## src/rtl/instr_decoder.sv

```systemverilog
//==============================================================================
// Module   : instr_decoder
// Brief    : Registered instruction decoder for the ALU, bus, control and
//            optional IO units. Macro IO_DECODE_EN adds the IO unit outputs.
// Revision : 1.0 - initial release
//==============================================================================
`default_nettype none

module instr_decoder (
  input  logic        clk,
  input  logic        rst,
  input  logic        en,
  input  logic [31:0] ir,
  input  logic        zf,
  input  logic        cf,
  input  logic        sf,
  input  logic        of,
  output logic [2:0]  alu_op,
  output logic        alu_a_sel,
  output logic [3:0]  alu_s_reg,
  output logic [3:0]  alu_b_reg,
  output logic [3:0]  alu_a_reg,
  output logic [63:0] alu_a_imm,
  output logic [1:0]  bus_op,
  output logic        bus_data_type,
  output logic [3:0]  bus_data_reg,
  output logic [3:0]  bus_addr_reg,
  output logic [16:0] bus_addr_offset,
  output logic [2:0]  cu_op,
  output logic [7:0]  cu_exit_code_imm,
  output logic [25:0] cu_jmp_offset,
  output logic [3:0]  cu_reg0,
  output logic [3:0]  cu_reg1
`ifdef IO_DECODE_EN
  ,
  output logic [1:0]  io_op,
  output logic [7:0]  io_char_imm,
  output logic [3:0]  io_char_reg
`endif
);

  localparam logic [2:0] ALU_NOP = 3'd0, ALU_ADD = 3'd1, ALU_SUB = 3'd2,
                         ALU_MULW = 3'd3, ALU_AND = 3'd4, ALU_SHR = 3'd5,
                         ALU_SHL = 3'd6;
  localparam logic [1:0] BUS_NOP = 2'd0, BUS_FETCH = 2'd1, BUS_STORE = 2'd2;
  localparam logic [2:0] CU_NOP = 3'd0, CU_HALT_IMM = 3'd1, CU_HALT_REG = 3'd2,
                         CU_REL_JMP = 3'd3, CU_ABS_JMP = 3'd4;

  logic [7:0]  op;
  logic        lt;
  logic [2:0]  nxt_alu_op;
  logic        nxt_alu_a_sel;
  logic [3:0]  nxt_alu_b_reg;
  logic [3:0]  nxt_alu_a_reg;
  logic [63:0] nxt_alu_a_imm;
  logic [1:0]  nxt_bus_op;
  logic        nxt_bus_data_type;
  logic [2:0]  nxt_cu_op;

  assign op = ir[31:24];
  assign lt = sf ^ of;

  always_comb begin
    nxt_cu_op = CU_NOP;
    case (op)
      8'h01: nxt_cu_op = CU_HALT_IMM;
      8'h02: nxt_cu_op = CU_HALT_REG;
      8'h05: nxt_cu_op = CU_REL_JMP;
      8'h07: nxt_cu_op = CU_ABS_JMP;
      8'h03: if (!zf)          nxt_cu_op = CU_REL_JMP;
      8'h04: if (zf)           nxt_cu_op = CU_REL_JMP;
      8'h06: if (cf)           nxt_cu_op = CU_REL_JMP;
      8'h08: if (zf || cf)     nxt_cu_op = CU_REL_JMP;
      8'h09: if (!zf && !cf)   nxt_cu_op = CU_REL_JMP;
      8'h0A: if (!cf)          nxt_cu_op = CU_REL_JMP;
      8'h0B: if (!lt)          nxt_cu_op = CU_REL_JMP;
      8'h0C: if (lt)           nxt_cu_op = CU_REL_JMP;
      8'h0D: if (zf || lt)     nxt_cu_op = CU_REL_JMP;
      default: ;
    endcase
  end

  always_comb begin
    nxt_alu_op    = ALU_NOP;
    nxt_alu_a_sel = 1'b0;
    nxt_alu_b_reg = ir[19:16];
    nxt_alu_a_reg = ir[15:12];
    nxt_alu_a_imm = {48'd0, ir[15:0]};
    case (op)
      8'h10, 8'h1C: begin
        // Load-immediate form: wide 20-bit immediate, register operands forced to r0
        nxt_alu_op    = ALU_ADD;
        nxt_alu_a_sel = 1'b1;
        nxt_alu_b_reg = 4'd0;
        nxt_alu_a_reg = 4'd0;
        nxt_alu_a_imm = (op == 8'h1C) ? {{44{ir[19]}}, ir[19:0]} : {44'd0, ir[19:0]};
      end
      8'h11: nxt_alu_op = ALU_ADD;
      8'h12: begin nxt_alu_op = ALU_ADD; nxt_alu_a_sel = 1'b1; end
      8'h13: nxt_alu_op = ALU_SUB;
      8'h14: begin nxt_alu_op = ALU_SUB; nxt_alu_a_sel = 1'b1; end
      8'h15: nxt_alu_op = ALU_MULW;
      8'h16: nxt_alu_op = ALU_AND;
      8'h17: begin nxt_alu_op = ALU_AND; nxt_alu_a_sel = 1'b1; end
      8'h18: begin nxt_alu_op = ALU_SHR; nxt_alu_a_sel = 1'b1; end
      8'h19: begin nxt_alu_op = ALU_SHL; nxt_alu_a_sel = 1'b1; end
      8'h1A: nxt_alu_op = ALU_SHR;
      8'h1B: nxt_alu_op = ALU_SHL;
      default: ;
    endcase
  end

  always_comb begin
    nxt_bus_op        = BUS_NOP;
    nxt_bus_data_type = 1'b0;
    case (op)
      8'h20: nxt_bus_op = BUS_FETCH;
      8'h22: nxt_bus_op = BUS_STORE;
      8'h23: begin nxt_bus_op = BUS_FETCH; nxt_bus_data_type = 1'b1; end
      8'h24: begin nxt_bus_op = BUS_STORE; nxt_bus_data_type = 1'b1; end
      default: ;
    endcase
  end

  always_ff @(posedge clk or posedge rst) begin
    if (rst) begin
      alu_op           <= ALU_NOP;
      alu_a_sel        <= 1'b0;
      alu_s_reg        <= 4'd0;
      alu_b_reg        <= 4'd0;
      alu_a_reg        <= 4'd0;
      alu_a_imm        <= 64'd0;
      bus_op           <= BUS_NOP;
      bus_data_type    <= 1'b0;
      bus_data_reg     <= 4'd0;
      bus_addr_reg     <= 4'd0;
      bus_addr_offset  <= 17'd0;
      cu_op            <= CU_NOP;
      cu_exit_code_imm <= 8'd0;
      cu_jmp_offset    <= 26'd0;
      cu_reg0          <= 4'd0;
      cu_reg1          <= 4'd0;
    end else if (en) begin
      alu_op           <= nxt_alu_op;
      alu_a_sel        <= nxt_alu_a_sel;
      alu_s_reg        <= ir[23:20];
      alu_b_reg        <= nxt_alu_b_reg;
      alu_a_reg        <= nxt_alu_a_reg;
      alu_a_imm        <= nxt_alu_a_imm;
      bus_op           <= nxt_bus_op;
      bus_data_type    <= nxt_bus_data_type;
      bus_data_reg     <= ir[23:20];
      bus_addr_reg     <= ir[19:16];
      bus_addr_offset  <= {ir[15], ir[15:0]};
      cu_op            <= nxt_cu_op;
      cu_exit_code_imm <= ir[23:16];
      cu_jmp_offset    <= {ir[23:0], 2'b00};
      cu_reg0          <= ir[23:20];
      cu_reg1          <= ir[19:16];
    end
  end

`ifdef IO_DECODE_EN
  logic [1:0] nxt_io_op;

  always_comb begin
    nxt_io_op = 2'd0;
    case (op)
      8'h30: nxt_io_op = 2'd1;
      8'h31: nxt_io_op = 2'd2;
      8'h32: nxt_io_op = 2'd3;
      default: ;
    endcase
  end

  always_ff @(posedge clk or posedge rst) begin
    if (rst) begin
      io_op       <= 2'd0;
      io_char_imm <= 8'd0;
      io_char_reg <= 4'd0;
    end else if (en) begin
      io_op       <= nxt_io_op;
      io_char_imm <= ir[23:16];
      io_char_reg <= ir[23:20];
    end
  end
`endif

endmodule

`default_nettype wire

```

## config.mk

```make
export PLATFORM = sky130hd
export DESIGN_NAME = instr_decoder
export DESIGN_NICKNAME = d
export VERILOG_FILES = /design/src/rtl/instr_decoder.sv
export SDC_FILE = /design/constraint.sdc
export NUM_CORES = 1
export LEC_CHECK = 0
export BUFFER_PORTS_ARGS = -buffer_cell sky130_fd_sc_hd__clkbuf_2
export CAP_MARGIN = 15
export CORE_ASPECT_RATIO = 1.2
export CORE_MARGIN = 4
export CORE_UTILIZATION = 43
export CTS_CLUSTER_DIAMETER = 100
export DETAILED_ROUTE_END_ITERATION = 16
export HOLD_SLACK_MARGIN = 0.08
export PLACE_DENSITY = 0.85
export SLEW_MARGIN = 20
export SYNTH_ARGS = -nofsm -noshare
export SYNTH_HDL_FRONTEND = slang
export SYNTH_SLANG_ARGS = --single-unit
export TNS_END_PERCENT = 50
```

## constraint.sdc

```tcl
create_clock -name clk -period 1.8 [get_ports clk]
set_clock_uncertainty 0.15 [all_clocks]
set_input_delay 0.36 -clock clk [delete_from_list [all_inputs] [get_ports clk]]
set_output_delay 0.36 -clock clk [all_outputs]
set_load 0.01 [all_outputs]
```

# After elaboration in Yosys (flattened, before gate mapping)
# Cells that the tools add are included.
[totals]
regBits = 138
input_bits = 39
output_inout_bits = 153
elab_cells = 77
[classes]
n_eq_ne = 30
mux = 18
bitwise_logic = 1
n_reduce_logical = 15
[ops]
columns = ["cell", "n"]
rows = [
  ["64-bit 2-to-1 mux", 2],
  ["8-bit by 5-bit == test with 1-bit output (second input constant)", 13],
  ["8-bit by 4-bit == test with 1-bit output (second input constant)", 6],
  ["3-bit one-hot mux with 13 select lines", 1],
  ["8-bit by 3-bit == test with 1-bit output (second input constant)", 4],
  ["8-bit by 6-bit == test with 1-bit output (second input constant)", 4],
  ["2-bit 2-to-1 mux", 9],
  ["3-bit one-hot mux with 6 select lines", 1],
  ["8-bit by 2-bit == test with 1-bit output (second input constant)", 2],
  ["2-bit OR reduction", 8],
  ["8-bit by 1-bit == test with 1-bit output (second input constant)", 1],
  ["4-bit 2-to-1 mux", 2],
  ["7-bit OR reduction", 1],
  ["2-bit one-hot mux with 2 select lines", 1],
  ["4-bit OR reduction", 1],
  ["1-bit logical NOT", 2],
  ["1-bit logical OR", 2],
  ["1-bit 2-to-1 mux", 2],
  ["1-bit logical AND", 1],
  ["1-bit XOR", 1],
]

# Depth between registers and ports, before layout
# Gate-level depths: netlist (run 1).
[logic_depth]
word_depth = 4
mapped_depth = 7
mapped_depth_nobuf = 5

# Least setup slack after synthesis (run 1)
# Ideal clock, no wire load.
[synth_path]
path_kind = "register to output"
start = "register alu_a_imm[62] (netlist name)"
end = "output port alu_a_imm[21]"
t_arrival_ns = 1.265
required_ns = 1.290
setup_slack_ns = 0.025
stages_incl_launch_ff = 2
n_path_buf = 1
cell_sequence = "dfrtp_1 -> buf_4"
[synth_lines]
columns = ["element", "line_no", "text"]
rows = [
  ["to (decl)", "23", "output logic [63:0] alu_a_imm,"],
]

==> results.json, run 1 <==
{
  "largest_reg_flops": 21,
  "insertion_delay_ns": 0.29,
  "cp_num_buf_inv": 2,
  "vias": 2228,
  "placed_cells": 483,
  "clk_pin_slew_ns": 0.09,
  "largest-register": "alu_a_imm",
  "place_congestion": 0.8082,
  "fin_nets": 443,
  "portBuffers": 189,
  "seq_area_frac_synth": 0.3931,
  "critPathTopFamily": "buffers and inverters",
  "drc": 0,
  "switching_share": 0.2940,
  "netlist_area_mm2": 0.002992,
  "cp-start-kind": "flip-flop",
  "dr.pass1.iters": 4,
  "yosysTopAreaCell": "dfrtp_1",
  "p_total_w": 0.002557,
  "synthCells": 315,
  "die_y_um": 99.37,
  "die_w_um": 84.14,
  "layoutNonFillerInstCount": 492,
  "ys_ff_latch": 47,
  "finalHoldViolations": 0,
  "area_growth_pct": 13.76,
  "clock_power_share": 0.303,
  "ant_nets": 0,
  "grt.overflow.total": 0,
  "p_leak_nw": 1.860,
  "wl_um": 6314,
  "grt_pass1_vias": 2065,
  "die-area_mm2": 0.008361,
  "max_freq_mhz": 603.7,
  "viasPerCell": 4.528,
  "worst-path-max-fanout": 45,
  "crit_chain": "buf_4 > clkbuf_2",
  "end_kind": "primary output",
  "cts_sinks": 47,
  "synthDistinctLibCells": 39,
  "cts_tree": "done",
  "cp.required_ns": 1.29,
  "hp-class": "in2reg",
  "drt-wirelength-per-cell_um": 12.83,
  "slowest_delay_ns": 0.33,
  "clock-root-buffer": "clkbuf_8",
  "grt_setup_unrepaired": "false",
  "switchingPower_w": 0.0007518,
  "std_cell_rows": 33,
  "synth_top_area_share": 0.3931,
  "antenna_found_initial": 0,
  "power_frac_seq": 0.467,
  "final_cell_mix": "clkbuf_2 (189), dfrtp_1 (47), inv_1 (31)",
  "finalCoreUtilization": 0.4995,
  "critical_path_class": "reg2out",
  "arrival_ns": 1.15,
  "start_util": 0.4391,
  "finalMaxSlewViolations": 0,
  "final_common_cell": "clkbuf_2",
  "p_int_w": 0.001805,
  "htreeDepth": 2,
  "cts_made_buffers": 5,
  "status": "completed",
  "dr.first_iter.drc_count": 58,
  "fill_cells": 631,
  "p_per_area_mw_per_mm2": 751.4,
  "reg_top3": "alu_a_imm (21), cu_exit_code_imm (8)",
  "setup_tns_ns": 0,
  "ir_drop_mv": 0.3757,
  "grt_usage": 0.1436,
  "grt_max_degree": 49,
  "grt_first_pass_wirelength_um": 9887,
  "place_hpwl_um": 5110,
  "yosysWarnings": 0,
  "cp_slowest_cell": "dfrtp_1",
  "setup_viol_count_final": 0,
  "avgSynthCellArea_um2": 9.497,
  "layout_min_cycle_time_ns": 1.657,
  "synthTopCellsByArea": "dfrtp_1 (39%), buf_4 (27%), mux2_2 (6.8%), inv_1 (4.0%), o22ai_1 (2.9%)",
  "comb_power_share": 0.230,
  "timing.final.crit_share": 0.9203,
  "n_antenna_cell": 0,
  "ios": 192,
  "drive_above_1_share": 0.5877,
  "core_mm2": 0.006813,
  "cts_max_path_buffers": 2,
  "drv_cap": 0
}
-- cells in the mapped netlist (all sizes together) --
cell type,count
buf,117
dfrtp,47
inv,32
mux2,18
o22ai,18
nor2,14
nand2,11
nand3,10
o21ai,10
a21oi,9
nor3,4
a31oi,3
nor2b,3
xnor2,3
and2b,2
o32ai,2
or3,2
and3,1
clkbuf,1
conb,1
nand2b,1
nand4b,1
nor3b,1
nor4bb,1
o22a,1
o31ai,1
or4b,1
-- final cells by class --
cell class              instances  area [um^2]  area share
well taps                      87        108.9     0.03199
inverters                      32        120.1     0.03529
clock buffers                   5        68.82     0.02022
flip-flops and latches         47         1176      0.3456
repair buffers                199         1049      0.3081
clock inverters                 3        46.29     0.01360
multi-input cells             119        834.6      0.2452
-- cell families after synthesis --
logic type	count (synthesis)	synth area share
buffers and inverters	150	0.3291
AND/OR/NAND/NOR	52	0.1021
flip-flops	47	0.3931
AO/OA/AOI/OAI	44	0.09787
multiplexers	18	0.06775
XOR/XNOR	3	0.008785
other	1	0.001254
-- per-layer routing --
metal	vias up	track usage	routed length, um
li1	1091	-	-
met1	1034	0.1670	2372
met2	95	0.2588	3338
met3	8	0.02983	487
met4	0	0.05322	115
met5	-	0	0
-- power by group through the flow --
stage,clock (W),sequential (W),combinational [W]
CTS,0.000806,0.00120,0.000598
detailed placement,0,0.00122,0.000595
finish,0.000775,0.00120,0.000587
global placement,0,0.00121,0.000589
global route,0.000837,0.00121,0.000642
floorplan,0,0.00124,0.000448
-- final timing paths --
check / endpoint / slack (ns) / cells past startpoint / from
max reg2reg: alu_a_imm[62]$_DFFE_PP0P_ / 0.72 / 3 / alu_a_imm[62]$_DFFE_PP0P_
min in group asynchronous: cu_exit_code_imm[6]$_DFFE_PP0P_ / 0.31 / 3 / rst
min reg2reg: bus_data_type$_DFFE_PP0P_ / 0.36 / 1 / bus_data_type$_DFFE_PP0P_
min: alu_a_imm[2]$_DFFE_PP0P_ / 0.14 / 2 / ir[2]
max: alu_a_imm[39] / 0.14 / 2 / alu_a_imm[62]$_DFFE_PP0P_
max in group asynchronous: cu_exit_code_imm[3]$_DFFE_PP0P_ / 0.76 / 4 / rst
-- stage by stage --
step	hold slack [ns]	setup slack, ns	instance area, um^2
global route	0.1332	0.03438	3403
finish	0.1405	0.1435	3403
CTS	0.1300	0.1099	3403
global placement	0.06800	0.08275	3278
detailed placement	0.07241	0.01475	3278
floorplan	0.3457	0.02527	2995
-- timing repair --
item	CTS	global route
hold buffers	1	0
gates resized for setup	0	0
buffers inserted	0	0
endpoints found under the hold margin	47	0
No activity file was read; power rests on OpenSTA's default activity.
==> run 2, diff against run 1 <==
--- a/config.mk
+++ b/config.mk
@@ -7,7 +7,6 @@
 export LEC_CHECK = 0
 export BUFFER_PORTS_ARGS = -buffer_cell sky130_fd_sc_hd__clkbuf_2
 export CAP_MARGIN = 15
-export CORE_ASPECT_RATIO = 1.2
 export CORE_MARGIN = 4
 export CORE_UTILIZATION = 43
 export CTS_CLUSTER_DIAMETER = 100
==> results.json, run 2 (synthesized netlist as in run 1, its figures left out) <==
{
  "layout_min_cycle_time_ns": 1.667,
  "arrival_ns": 1.16,
  "grt_max_degree": 46,
  "grt.overflow.total": 0,
  "die-area_mm2": 0.008356,
  "final_cell_mix": "clkbuf_2 (189), dfrtp_1 (47), inv_1 (31)",
  "antenna_found_initial": 0,
  "grt_setup_unrepaired": "false",
  "grt_first_pass_wirelength_um": 10480,
  "p_per_area_mw_per_mm2": 720.5,
  "cp-start-kind": "flip-flop",
  "p_int_w": 0.001658,
  "critical_path_class": "reg2out",
  "clk_pin_slew_ns": 0.09,
  "place_congestion": 0.7960,
  "std_cell_rows": 30,
  "drv_cap": 0,
  "cp-endpoint": "alu_a_imm[52]",
  "finalHoldViolations": 0,
  "viasPerCell": 4.519,
  "p_leak_nw": 1.844,
  "fin_nets": 441,
  "cp-startpoint": "alu_a_imm[62]$_DFFE_PP0P_",
  "cts_resized": 0,
  "reg_top3": "alu_a_imm (21), cu_exit_code_imm (8)",
  "n_antenna_cell": 0,
  "area_growth_pct": 12.71,
  "place_hpwl_um": 5377,
  "cts_max_path_buffers": 2,
  "hp-class": "in2reg",
  "insertion_delay_ns": 0.30,
  "die_y_um": 91.41,
  "dr.first_iter.drc_count": 94,
  "core_mm2": 0.006794,
  "timing.final.crit_share": 0.9261,
  "finalMaxSlewViolations": 0,
  "largest_reg_flops": 21,
  "ant_nets": 0,
  "grt_pass1_vias": 2027,
  "ios": 192,
  "wl_um": 6754,
  "die_w_um": 91.41,
  "switching_share": 0.3177,
  "cts_tree": "done",
  "r2r_slack_ns": 0.72,
  "comb_power_share": 0.243,
  "max_freq_mhz": 599.9,
  "final_common_cell": "clkbuf_2",
  "htreeDepth": 2,
  "cts_made_buffers": 5,
  "r2r_end": "alu_a_imm[62]$_DFFE_PP0P_",
  "ir_drop_mv": 0.3606,
  "regToRegStartpoint": "alu_a_imm[62]$_DFFE_PP0P_",
  "largest-register": "alu_a_imm",
  "status": "completed",
  "drc": 0,
  "switchingPower_w": 0.0007719,
  "dr.pass1.iters": 4,
  "cts_sinks": 47,
  "end_kind": "primary output",
  "ff2ff_path_depth": 3,
  "start_util": 0.4403,
  "cts_setup_buffers": 0,
  "drive_above_1_share": 0.5856,
  "clock_power_share": 0.262,
  "vias": 2255,
  "setup_viol_count_final": 0,
  "grt_usage": 0.1517,
  "cp.required_ns": 1.29,
  "worst-path-max-fanout": 45,
  "clock-root-buffer": "clkbuf_8",
  "drt-wirelength-per-cell_um": 13.54,
  "power_frac_seq": 0.494,
  "setup_tns_ns": 0,
  "fin_hold_ws_ns": 0.1364,
  "portBuffers": 189
}
run 2: cell count changes in the layout (fill, tap and decap cells not counted), sizes merged:
cell,delta
buf,-2
clkinv,+2
bufinv,-1
clkinvlp,-1
run 2: final cells by class:
class | instances | area [um^2]
Tap cell | 96 | 120.1
Inverter | 32 | 120.1
Clock inverter | 3 | 18.77
Multi-Input combinational cell | 119 | 834.6
Fill cell | 624 | 3422
Clock buffer | 5 | 68.82
Timing Repair Buffer | 197 | 1033
Sequential cell | 47 | 1176
run 2: repair_timing:
item	CTS	global route
hold endpoints to repair	10	0
setup endpoints to repair	0	0
hold buffers	1	0
run 2: worst min path at each step:
| stage | startpoint | end | slack (ns) | cells past startpoint |
|---|---|---|---|---|
| finish | ir[10] | alu_a_imm[10]$_DFFE_PP0P_ | 0.14 | 2 |
| floorplan | ir[15] | alu_a_imm[15]$_DFFE_PP0P_ | 0.35 | 2 |
| global placement | rst | alu_a_imm[10]$_DFFE_PP0P_ | 0.13 | 2 |
| detailed placement | rst | alu_a_imm[4]$_DFFE_PP0P_ | 0.14 | 2 |
| CTS | ir[21] | cu_exit_code_imm[5]$_DFFE_PP0P_ | 0.13 | 2 |
| global route | ir[21] | cu_exit_code_imm[5]$_DFFE_PP0P_ | 0.12 | 2 |
run 2: per-stage QoR:
stage | instance area (um^2) | utilization | power, W | setup WS [ns] | cells
detailed placement | 3274 | 0.4820 | 0.001819 | 0.06402 | 490
global route | 3372 | 0.4963 | 0.002560 | 0.006640 | 499
floorplan | 2995 | - | 0.001692 | 0.02527 | 316
global placement | 3274 | 0.4820 | 0.001800 | 0.1117 | 490
finish | 3372 | 0.4963 | 0.002430 | 0.1330 | 499
CTS | 3372 | 0.4963 | 0.002466 | 0.1031 | 499
run 2: metal layers:
layer / GRT usage / part of all wire
met1: 0.1840 / 0.39
met2: 0.2684 / 0.53
met3: 0.03065 / 0.063
met4: 0.04648 / 0.015
met5: 0 / 0
run 2: worst max-delay path, stage by stage, from the launching register on:
cell      delay, ns
dfrtp_1        0.33
buf_4          0.31
clkbuf_2       0.20
run 2: power by group through the flow:
| stage | Sequential (W) | Clock [W] | Combinational, W |
|---|---|---|---|
| CTS | 0.00120 | 0.000665 | 0.000600 |
| finish | 0.00120 | 0.000638 | 0.000591 |
| detailed placement | 0.00122 | 0 | 0.000596 |
| global route | 0.00121 | 0.000707 | 0.000641 |
| global placement | 0.00122 | 0 | 0.000583 |
| floorplan | 0.00124 | 0 | 0.000448 |
